<file path="config.mk">
export PLATFORM = sky130hd
export DESIGN_NAME = apb_master_flat
export DESIGN_NICKNAME = d
export VERILOG_FILES = /design/src/rtl/apb_pkg.sv /design/src/rtl/apb_master_if.sv /design/src/rtl/apb_timeout_counter.sv /design/src/rtl/apb_master.sv /design/src/flat_wrapper.sv
export SDC_FILE = /design/constraint.sdc
export NUM_CORES = 1
export LEC_CHECK = 0
export BUFFER_PORTS_ARGS = -buffer_cell sky130_fd_sc_hd__buf_2
export CAP_MARGIN = 20
export CELL_PAD_IN_SITES_DETAIL_PLACEMENT = 1
export CELL_PAD_IN_SITES_GLOBAL_PLACEMENT = 2
export CORE_AREA = 2 2 102 104
export DETAILED_ROUTE_END_ITERATION = 12
export DIE_AREA = 0 0 104 106
export PLACE_DENSITY = 0.82
export SETUP_SLACK_MARGIN = 0.3
export SYNTH_ARGS = -nofsm -noshare
export SYNTH_HDL_FRONTEND = slang
export SYNTH_SLANG_ARGS = --single-unit
</file>
<file path="constraint.sdc">
create_clock -name clock -period 5.58 [get_ports clock]
set_input_delay 0 -clock clock [delete_from_list [all_inputs] [get_ports clock]]
set_output_delay 0 -clock clock [all_outputs]
set_load 0.02 [all_outputs]
</file>
<file path="src/rtl/apb_pkg.sv">
// Shared APB definitions: transfer states and default bus widths.
// Used by both the APB initiator and completer blocks.
package apb_pkg;

  localparam int APB_DATA_W = 32;
  localparam int APB_ADDR_W = 5;

  typedef enum logic [1:0] {
    IDLE   = 2'd0,
    SETUP  = 2'd1,
    ACCESS = 2'd2
  } apb_state_t;

  // Width needed to count 0..limit, never less than one bit.
  function automatic int cnt_width(input int limit);
    return (limit < 1) ? 1 : $clog2(limit + 1);
  endfunction

endpackage

</file>
<file path="src/rtl/apb_master_if.sv">
// APB bus bundle between one initiator and one completer.
interface apb_master_if #(
  parameter int DATA_WIDTH = 32,
  parameter int ADDR_WIDTH = 5
);

  logic                  psel;
  logic                  penable;
  logic                  pwrite;
  logic [ADDR_WIDTH-1:0] paddr;
  logic [DATA_WIDTH-1:0] pwdata;
  logic                  prot;
  logic                  pstrb;
  logic [DATA_WIDTH-1:0] prdata;
  logic                  pready;
  logic                  pslverror;

  modport master (
    output psel, penable, pwrite, paddr, pwdata, prot, pstrb,
    input  prdata, pready, pslverror
  );

  modport slave (
    input  psel, penable, pwrite, paddr, pwdata, prot, pstrb,
    output prdata, pready, pslverror
  );

endinterface

</file>
<file path="src/rtl/apb_timeout_counter.sv">
// Counts ACCESS wait states and flags when the last permitted one is reached.
// With TIMEOUT = 0 no counter exists and the flag is never raised.
module apb_timeout_counter
  import apb_pkg::*;
#(
  parameter int TIMEOUT = 16
) (
  input  logic clock,
  input  logic ares,
  input  logic clr,
  input  logic en,
  output logic expired
);

  localparam int CW = cnt_width(TIMEOUT);

  generate
    if (TIMEOUT == 0) begin : g_bypass
      logic unused_inputs;
      assign unused_inputs = clr ^ en ^ ares;
      assign expired = 1'b0;
    end else begin : g_count
      localparam logic [CW-1:0] LAST = CW'(TIMEOUT - 1);
      logic [CW-1:0] count_reg;

      // Saturates at LAST; the FSM leaves ACCESS on that cycle anyway.
      always_ff @(posedge clock) begin
        if (ares) begin
          count_reg <= '0;
        end else if (clr) begin
          count_reg <= '0;
        end else if (en && (count_reg != LAST)) begin
          count_reg <= count_reg + 1'b1;
        end
      end

      assign expired = (count_reg == LAST);
    end
  endgenerate

endmodule

</file>
<file path="src/rtl/apb_master.sv">
// APB initiator: converts valid/ready commands into SETUP/ACCESS transfers
// and reports each completion (or wait-state timeout) on a response strobe.
module apb_master
  import apb_pkg::*;
#(
  parameter int DATA_WIDTH = APB_DATA_W,
  parameter int ADDR_WIDTH = APB_ADDR_W,
  parameter int TIMEOUT    = 16
) (
  input  logic                  clock,
  input  logic                  ares,
  input  logic                  cmd_valid,
  output logic                  cmd_ready,
  input  logic                  cmd_write,
  input  logic [ADDR_WIDTH-1:0] cmd_addr,
  input  logic [DATA_WIDTH-1:0] cmd_wdata,
  input  logic                  cmd_prot,
  input  logic                  cmd_strb,
  output logic                  rsp_valid,
  output logic [DATA_WIDTH-1:0] rsp_rdata,
  output logic                  rsp_error,
  output logic                  rsp_timeout,
  apb_master_if.master          apb
);

  apb_state_t state_reg;
  logic       accept;
  logic       wait_cycle;
  logic       expired;

  assign cmd_ready  = (state_reg == IDLE) && !ares;
  assign accept     = cmd_valid && cmd_ready;
  assign wait_cycle = (state_reg == ACCESS) && !apb.pready;

  apb_timeout_counter #(
    .TIMEOUT (TIMEOUT)
  ) u_timeout (
    .clock   (clock),
    .ares    (ares),
    .clr     (accept),
    .en      (wait_cycle),
    .expired (expired)
  );

  always_ff @(posedge clock) begin
    if (ares) begin
      state_reg   <= IDLE;
      apb.psel    <= 1'b0;
      apb.penable <= 1'b0;
      apb.pwrite  <= 1'b0;
      apb.paddr   <= '0;
      apb.pwdata  <= '0;
      apb.prot    <= 1'b0;
      apb.pstrb   <= 1'b0;
      rsp_valid   <= 1'b0;
      rsp_rdata   <= '0;
      rsp_error   <= 1'b0;
      rsp_timeout <= 1'b0;
    end else begin
      rsp_valid <= 1'b0;
      case (state_reg)
        IDLE: begin
          if (accept) begin
            state_reg   <= SETUP;
            apb.psel    <= 1'b1;
            apb.penable <= 1'b0;
            apb.pwrite  <= cmd_write;
            apb.paddr   <= cmd_addr;
            apb.pwdata  <= cmd_wdata;
            apb.prot    <= cmd_prot;
            apb.pstrb   <= cmd_strb;
          end
        end
        SETUP: begin
          state_reg   <= ACCESS;
          apb.penable <= 1'b1;
        end
        ACCESS: begin
          // pready wins over a timeout landing on the same cycle.
          if (apb.pready) begin
            state_reg   <= IDLE;
            apb.psel    <= 1'b0;
            apb.penable <= 1'b0;
            rsp_valid   <= 1'b1;
            rsp_rdata   <= apb.pwrite ? '0 : apb.prdata;
            rsp_error   <= apb.pslverror;
            rsp_timeout <= 1'b0;
          end else if (expired) begin
            state_reg   <= IDLE;
            apb.psel    <= 1'b0;
            apb.penable <= 1'b0;
            rsp_valid   <= 1'b1;
            rsp_rdata   <= '0;
            rsp_error   <= 1'b1;
            rsp_timeout <= 1'b1;
          end
        end
        default: begin
          state_reg   <= IDLE;
          apb.psel    <= 1'b0;
          apb.penable <= 1'b0;
        end
      endcase
    end
  end

endmodule
</file>
<file path="src/flat_wrapper.sv">
// flat-port wrapper written by rule: the top's interface ports become plain ports
module apb_master_flat import apb_pkg::*;
#(
  parameter int DATA_WIDTH = APB_DATA_W,
  parameter int ADDR_WIDTH = APB_ADDR_W,
  parameter int TIMEOUT    = 16
)
  (clock, ares, cmd_valid, cmd_ready, cmd_write, cmd_addr, cmd_wdata, cmd_prot, cmd_strb, rsp_valid, rsp_rdata, rsp_error, rsp_timeout, apb_psel, apb_penable, apb_pwrite, apb_paddr, apb_pwdata, apb_prot, apb_pstrb, apb_prdata, apb_pready, apb_pslverror);
  apb_master_if #(.DATA_WIDTH(DATA_WIDTH), .ADDR_WIDTH(ADDR_WIDTH)) apb_i ();
  input  logic clock;
  input  logic ares;
  input  logic cmd_valid;
  output logic cmd_ready;
  input  logic cmd_write;
  input  logic [ADDR_WIDTH-1:0] cmd_addr;
  input  logic [DATA_WIDTH-1:0] cmd_wdata;
  input  logic cmd_prot;
  input  logic cmd_strb;
  output logic rsp_valid;
  output logic [DATA_WIDTH-1:0] rsp_rdata;
  output logic rsp_error;
  output logic rsp_timeout;
  output wire logic [$bits(apb_i.psel)-1:0] apb_psel;
  output wire logic [$bits(apb_i.penable)-1:0] apb_penable;
  output wire logic [$bits(apb_i.pwrite)-1:0] apb_pwrite;
  output wire logic [$bits(apb_i.paddr)-1:0] apb_paddr;
  output wire logic [$bits(apb_i.pwdata)-1:0] apb_pwdata;
  output wire logic [$bits(apb_i.prot)-1:0] apb_prot;
  output wire logic [$bits(apb_i.pstrb)-1:0] apb_pstrb;
  input wire logic [$bits(apb_i.prdata)-1:0] apb_prdata;
  input wire logic [$bits(apb_i.pready)-1:0] apb_pready;
  input wire logic [$bits(apb_i.pslverror)-1:0] apb_pslverror;
  assign apb_psel = apb_i.psel;
  assign apb_penable = apb_i.penable;
  assign apb_pwrite = apb_i.pwrite;
  assign apb_paddr = apb_i.paddr;
  assign apb_pwdata = apb_i.pwdata;
  assign apb_prot = apb_i.prot;
  assign apb_pstrb = apb_i.pstrb;
  assign apb_i.prdata = apb_prdata;
  assign apb_i.pready = apb_pready;
  assign apb_i.pslverror = apb_pslverror;
  apb_master #(.DATA_WIDTH(DATA_WIDTH), .ADDR_WIDTH(ADDR_WIDTH), .TIMEOUT(TIMEOUT)) u_core (.clock(clock), .ares(ares), .cmd_valid(cmd_valid), .cmd_ready(cmd_ready), .cmd_write(cmd_write), .cmd_addr(cmd_addr), .cmd_wdata(cmd_wdata), .cmd_prot(cmd_prot), .cmd_strb(cmd_strb), .rsp_valid(rsp_valid), .rsp_rdata(rsp_rdata), .rsp_error(rsp_error), .rsp_timeout(rsp_timeout), .apb(apb_i));
endmodule
</file>
# --- Word-level counts from Yosys, hierarchy flattened ---
# Index checks and enable logic that the tools add are counted.
word_totals:
  regBits: 84
  latch_bits: 0
  ramBits: 0
  mem_bits_ro: 0
  in_bits: 77
  out_inout_bits: 78
  elab_cells: 54
  memories: 0
op_classes:
  addsub: 1
  n_mul: 0
  div: 0
  magnitude_cmp: 0
  n_eq_ne: 6
  shifts: 0
  muxes: 18
  n_bitwise: 2
  n_reduce_logical: 14
ops:
  columns: ["op", "count"]
  rows:
  - ["$mux 32", 3]
  - ["$mux 1", 9]
  - ["$mux 2", 3]
  - ["$pmux 1 s3", 2]
  - ["$pmux 2 s3", 1]
  - ["$reduce_and 2->1", 3]
  - ["$add 5x1->5 const B", 1]
  - ["$eq 5x4->1 const B", 1]
  - ["$ne 5x4->1 const B", 1]
  - ["$logic_and 1x1->1", 4]
  - ["$reduce_or 2->1", 2]
  - ["$ne 3x2->1 const B", 1]
  - ["$reduce_and 3->1", 1]
  - ["$eq 2x1->1 const B", 1]
  - ["$eq 2x2->1 const B", 1]
  - ["$logic_not 1->1", 2]
  - ["$logic_not 2->1", 1]
  - ["$ne 2x1->1 const B", 1]
  - ["$not 1->1", 2]
  - ["$reduce_bool 2->1", 1]

# --- Logic depth before layout (Yosys ltp) ---
depth:
  word_depth: 5
  mapped_depth: 7
  mapped_depth_nobuf: 6

# --- Cells and area by module ---
# Synthesis repeated with hierarchy kept, for this count alone.
hier_totals:
  cells_unflattened: 303
  hier_area_um2: 2882.8
by_module_without_submodules:
  columns: ["mod", "instances", "cells_per_inst", "area_each_um2", "seq_area_each_um2"]
  rows:
  - ["apb_master", 1, 277, 2641.3, 1581.5]
  - ["apb_timeout_counter", 1, 26, 241.5, 100.1]

# --- Worst setup path before layout ---
# No wires, ideal clock.
synth_path:
  path_type: "register to register"
  start: "register u_core.u_timeout.g_count.count_reg[0]"
  end: "register u_core.u_timeout.g_count.count_reg[3]"
  setup_time_ns: 0.070
  t_arrival_ns: 1.868
  required_ns: 5.510
  slack_ns: 3.642
  stages_incl_launch_ff: 7
  n_path_buf: 0
  synth_period_minus_slack_ns: 1.938
  cell_sequence: "dfxtp_1 -> ha_1 -> and3_1 -> ha_1 -> or4b_4 -> or3_1 -> a21oi_1"
synth_via:
  elab_chain_len: 2
  elab_cells_between_ends: 3
  cone_classes: "add/sub: 1; eq/ne: 1; reduce/logical: 1"
synth_rtl:
  columns: ["item", "line_no", "source"]
  rows:
  - ["start: declaration", "apb_timeout_counter.sv:24", "logic [CW-1:0] count_reg;"]
  - ["start signal: assignment", "apb_timeout_counter.sv:33", "count_reg <= count_reg + 1'b1;"]
  - ["branches (longest 2 deep; another with $add 5x1->5)", null, null]
# Several ways; the timed one is not identified.
# A chain may end at the register's enable or synchronous reset.

# --- Worst setup path after layout ---
layout_path:
  start: "register u_core.u_timeout.g_count.count_reg[0]"
  end: "register u_core.rsp_rdata[3]"
layout_via:
  elab_chain_len: 3
layout_rtl:
  columns: ["item", "line_no", "source"]
  rows:
  - ["$eq 5x4->1", "apb_timeout_counter.sv:37", "assign expired = (count_reg == LAST);"]
  - ["$reduce_bool 2->1 (no line)", null, null]
  - ["$reduce_and 2->1 (no line)", null, null]
  - ["end signal: assignment", "apb_master.sv:85", "rsp_rdata <= apb.pwrite ? '0 : apb.prdata;"]
  - ["end: declaration", "apb_master.sv:20", "output logic [DATA_WIDTH-1:0] rsp_rdata,"]
# No other way between the ends.

==> flow_summary.yaml <==
run_status:
  outcome: "completed"
final_layout:
  final_cells: 587
  layout.nets: 525
  drive_gt1_share_pct: 39.7
  n_antenna_cell: 0
  top_regs: "u_core.apb.pwdata: 32 flops, u_core.rsp_rdata: 32 flops"
  fin_util_pct: 45.0
  final_cell_mix: "buf_2 (154), dfxtp_1 (83), dlygate4sd3_1 (77)"
  area_growth_syn_to_layout_pct: 70.8
  mostFrequentLayoutCell: "buf_2"
global_route:
  overflow: 0
  grt_pass1_wl_um: 14700
  grt_pass1_vias: 2920
  grt_max_degree: 42
  grt.met1_usage_pct: 18.4
  met3_usage_pct: 6.19
  grt.busiest_layer: "met2"
  grtUsageTotal_pct: 16.7
  use_met2_pct: 30.2
  antenna_found_initial: 0
logic_synthesis:
  synth_fa_ha_area_share_pct: 0.949
  synth_cell_types: 26
  syn-num-nets: 296
  synth.area.mux_share_pct: 0
  synth_compound_area_share_pct: 27.0
  syn-cell-area_um2: 2640
  seq_area_frac_synth_pct: 63.0
  netlist_instances: 217
  ys_seq_elements: 83
  synthXorXnorAreaFrac_pct: 0.332
  yosys.area_share.simple_pct: 5.41
  synth_top_family_by_area: "compound AO/OA/AOI/OAI gates"
  avgSynthCellArea_um2: 12.2
  yosys_warnings: 0
timing:
  slew_viol_final: 0
  timing.final.hold_violations: 0
  fin_crit_ps: 2220
  max_freq_mhz: 451
  finalSetupViolCount: 0
  skew_ps: 14.7
  worst_pin_slew_ps: 769
  grt_setup_unrepaired: "no"
  totalNegativeSetupSlack_ps: 0
  slew-limit-headroom_pct: 48.0
  post-route-period-util_pct: 39.8
clock_network:
  cts_resized: 0
  cts_buffers: 9
  cts_tree: "yes"
  clkSlewWorstSetupHoldPaths_ps: 80
  clockBufferDepth: 2
  clock-root-buffer: "clkbuf_8"
  htree_levels: 3
  clkLatencyLatePin_ps: 350
  clock-sinks: 83
pwr:
  power_leakage_nw: 2.16
  ir_drop_uv: 131
  cellPowerDensity_nw_per_um2: 270
die:
  fp.dieH_um: 106
  die-area_um2: 11000
  fp-row-count: 37
  core_area_um2: 10000
  dieWidth_um: 104
  top_level_ports: 155
  initial_utilization_pct: 26.4
placement:
  hpwl_um: 5430
  place.gp.congestion: 0.801
  port_buffers: 154
  dp.cells: 493
setup_path:
  startpoint_type: "flop"
  worstPathArrival_ps: 2510
  crit_type: "reg2reg"
  critPathMaxFanout: 26
  endpoint_kind: "flop"
  worstPathRequired_ps: 5870
job:
  max_cap_viol_count: 0
detailed_routing:
  vias: 2682
  antenna_left: 0
  drc_errors: 0
  drt_pass1_iterations: 4
  routed_wl_um: 9240
  dr.first_iter.drc_count: 73
  via_per_inst: 4.57
  wl_per_cell_um: 15.7
hold_path:
  hp-class: "in2reg"
## what timing repair did
action	CTS	global route
endpoints found under the hold margin	77	0
buffers inserted	0	0
hold buffers	77	0
## cells by family after synthesis
| logic type | Yosys count |
|---|---|
| AOI/OAI and AO/OA | 86 |
| DFF | 83 |
| and+or+nand+nor | 25 |
| buffers and inverters | 20 |
| adders and majority gates | 2 |
| xor gates and xnor gates | 1 |
## critical path, cell delays in order (launching register included)
cell and delay [ps]:
dfxtp_1 340, ha_1 220, and3_1 180, ha_1 230
or2_2 320, a21oi_2 310, buf_4 360, a22o_1 210
## power by group
part           internal, mW  leakage (nW)  switching, mW
Sequential            0.619         0.677         0.0165
Clock                 0.164        0.0860          0.227
Combinational        0.0957          1.40         0.0932
Total                 0.879          2.16          0.337
## worst paths after layout
kind / from / endpoint / slack (ps) / cells after the start
max: u_core.u_timeout.g_count.count_reg[0] / u_core.rsp_rdata[3] / 3360 / 7
min: cmd_valid / u_core.apb.psel / 150 / 4
max reg2reg: u_core.u_timeout.g_count.count_reg[0] / u_core.rsp_rdata[3] / 3360 / 7
min reg2reg: u_core.apb.pwdata[1] / u_core.apb.pwdata[1] / 480 / 1
## synthesized netlist by cell type, drive strengths merged
master  count  share of area [%]
clkbuf      7                1.0
or2         2               0.47
nor2b       1               0.24
or3         2               0.47
nand2       4               0.57
nand2b      1               0.24
and2b       1               0.28
a22o       72                 24
a21oi       8                1.5
ha          2               0.95
nor4b       1               0.33
dfxtp      83                 63
and2        1               0.24
nand3       1               0.19
o21ai       2               0.38
o21bai      1               0.28
nor3b       1               0.28
buf        10                1.9
nor2        5               0.71
nor3        2               0.38
and3        2               0.47
or4b        1               0.52
a311oi      1               0.33
xnor2       1               0.33
inv         3               0.43
a211oi      2               0.57
## metrics by stage
step | hold WS (ps) | worst slack (ps) | cell area (um^2) | power [mW]
after CTS | 104 | 3340 | 4480 | 1.23
after global placement | 211 | 3450 | 3530 | 0.789
final | 152 | 3360 | 4500 | 1.22
after floorplan | 96.6 | 3640 | 2640 | 0.725
after global routing | 150 | 3200 | 4500 | 1.28
after detailed placement | 214 | 3380 | 3530 | 0.793
## cell type report
class | count | area [um^2]
clock inverters | 7 | 51.3
repair buffers | 235 | 1590
well taps | 136 | 170
flip-flops and latches | 83 | 1660
fillers | 1151 | 5500
multi-input cells | 114 | 895
inverters | 3 | 11.3
clock buffers | 9 | 124
## layer usage
metal / routed length, um / part of all wire, %
met2: 4830 / 52
met5: 0 / 0
met4: 127 / 1.4
met3: 521 / 5.6
met1: 3770 / 41
Power figures use the tool's default switching activity.
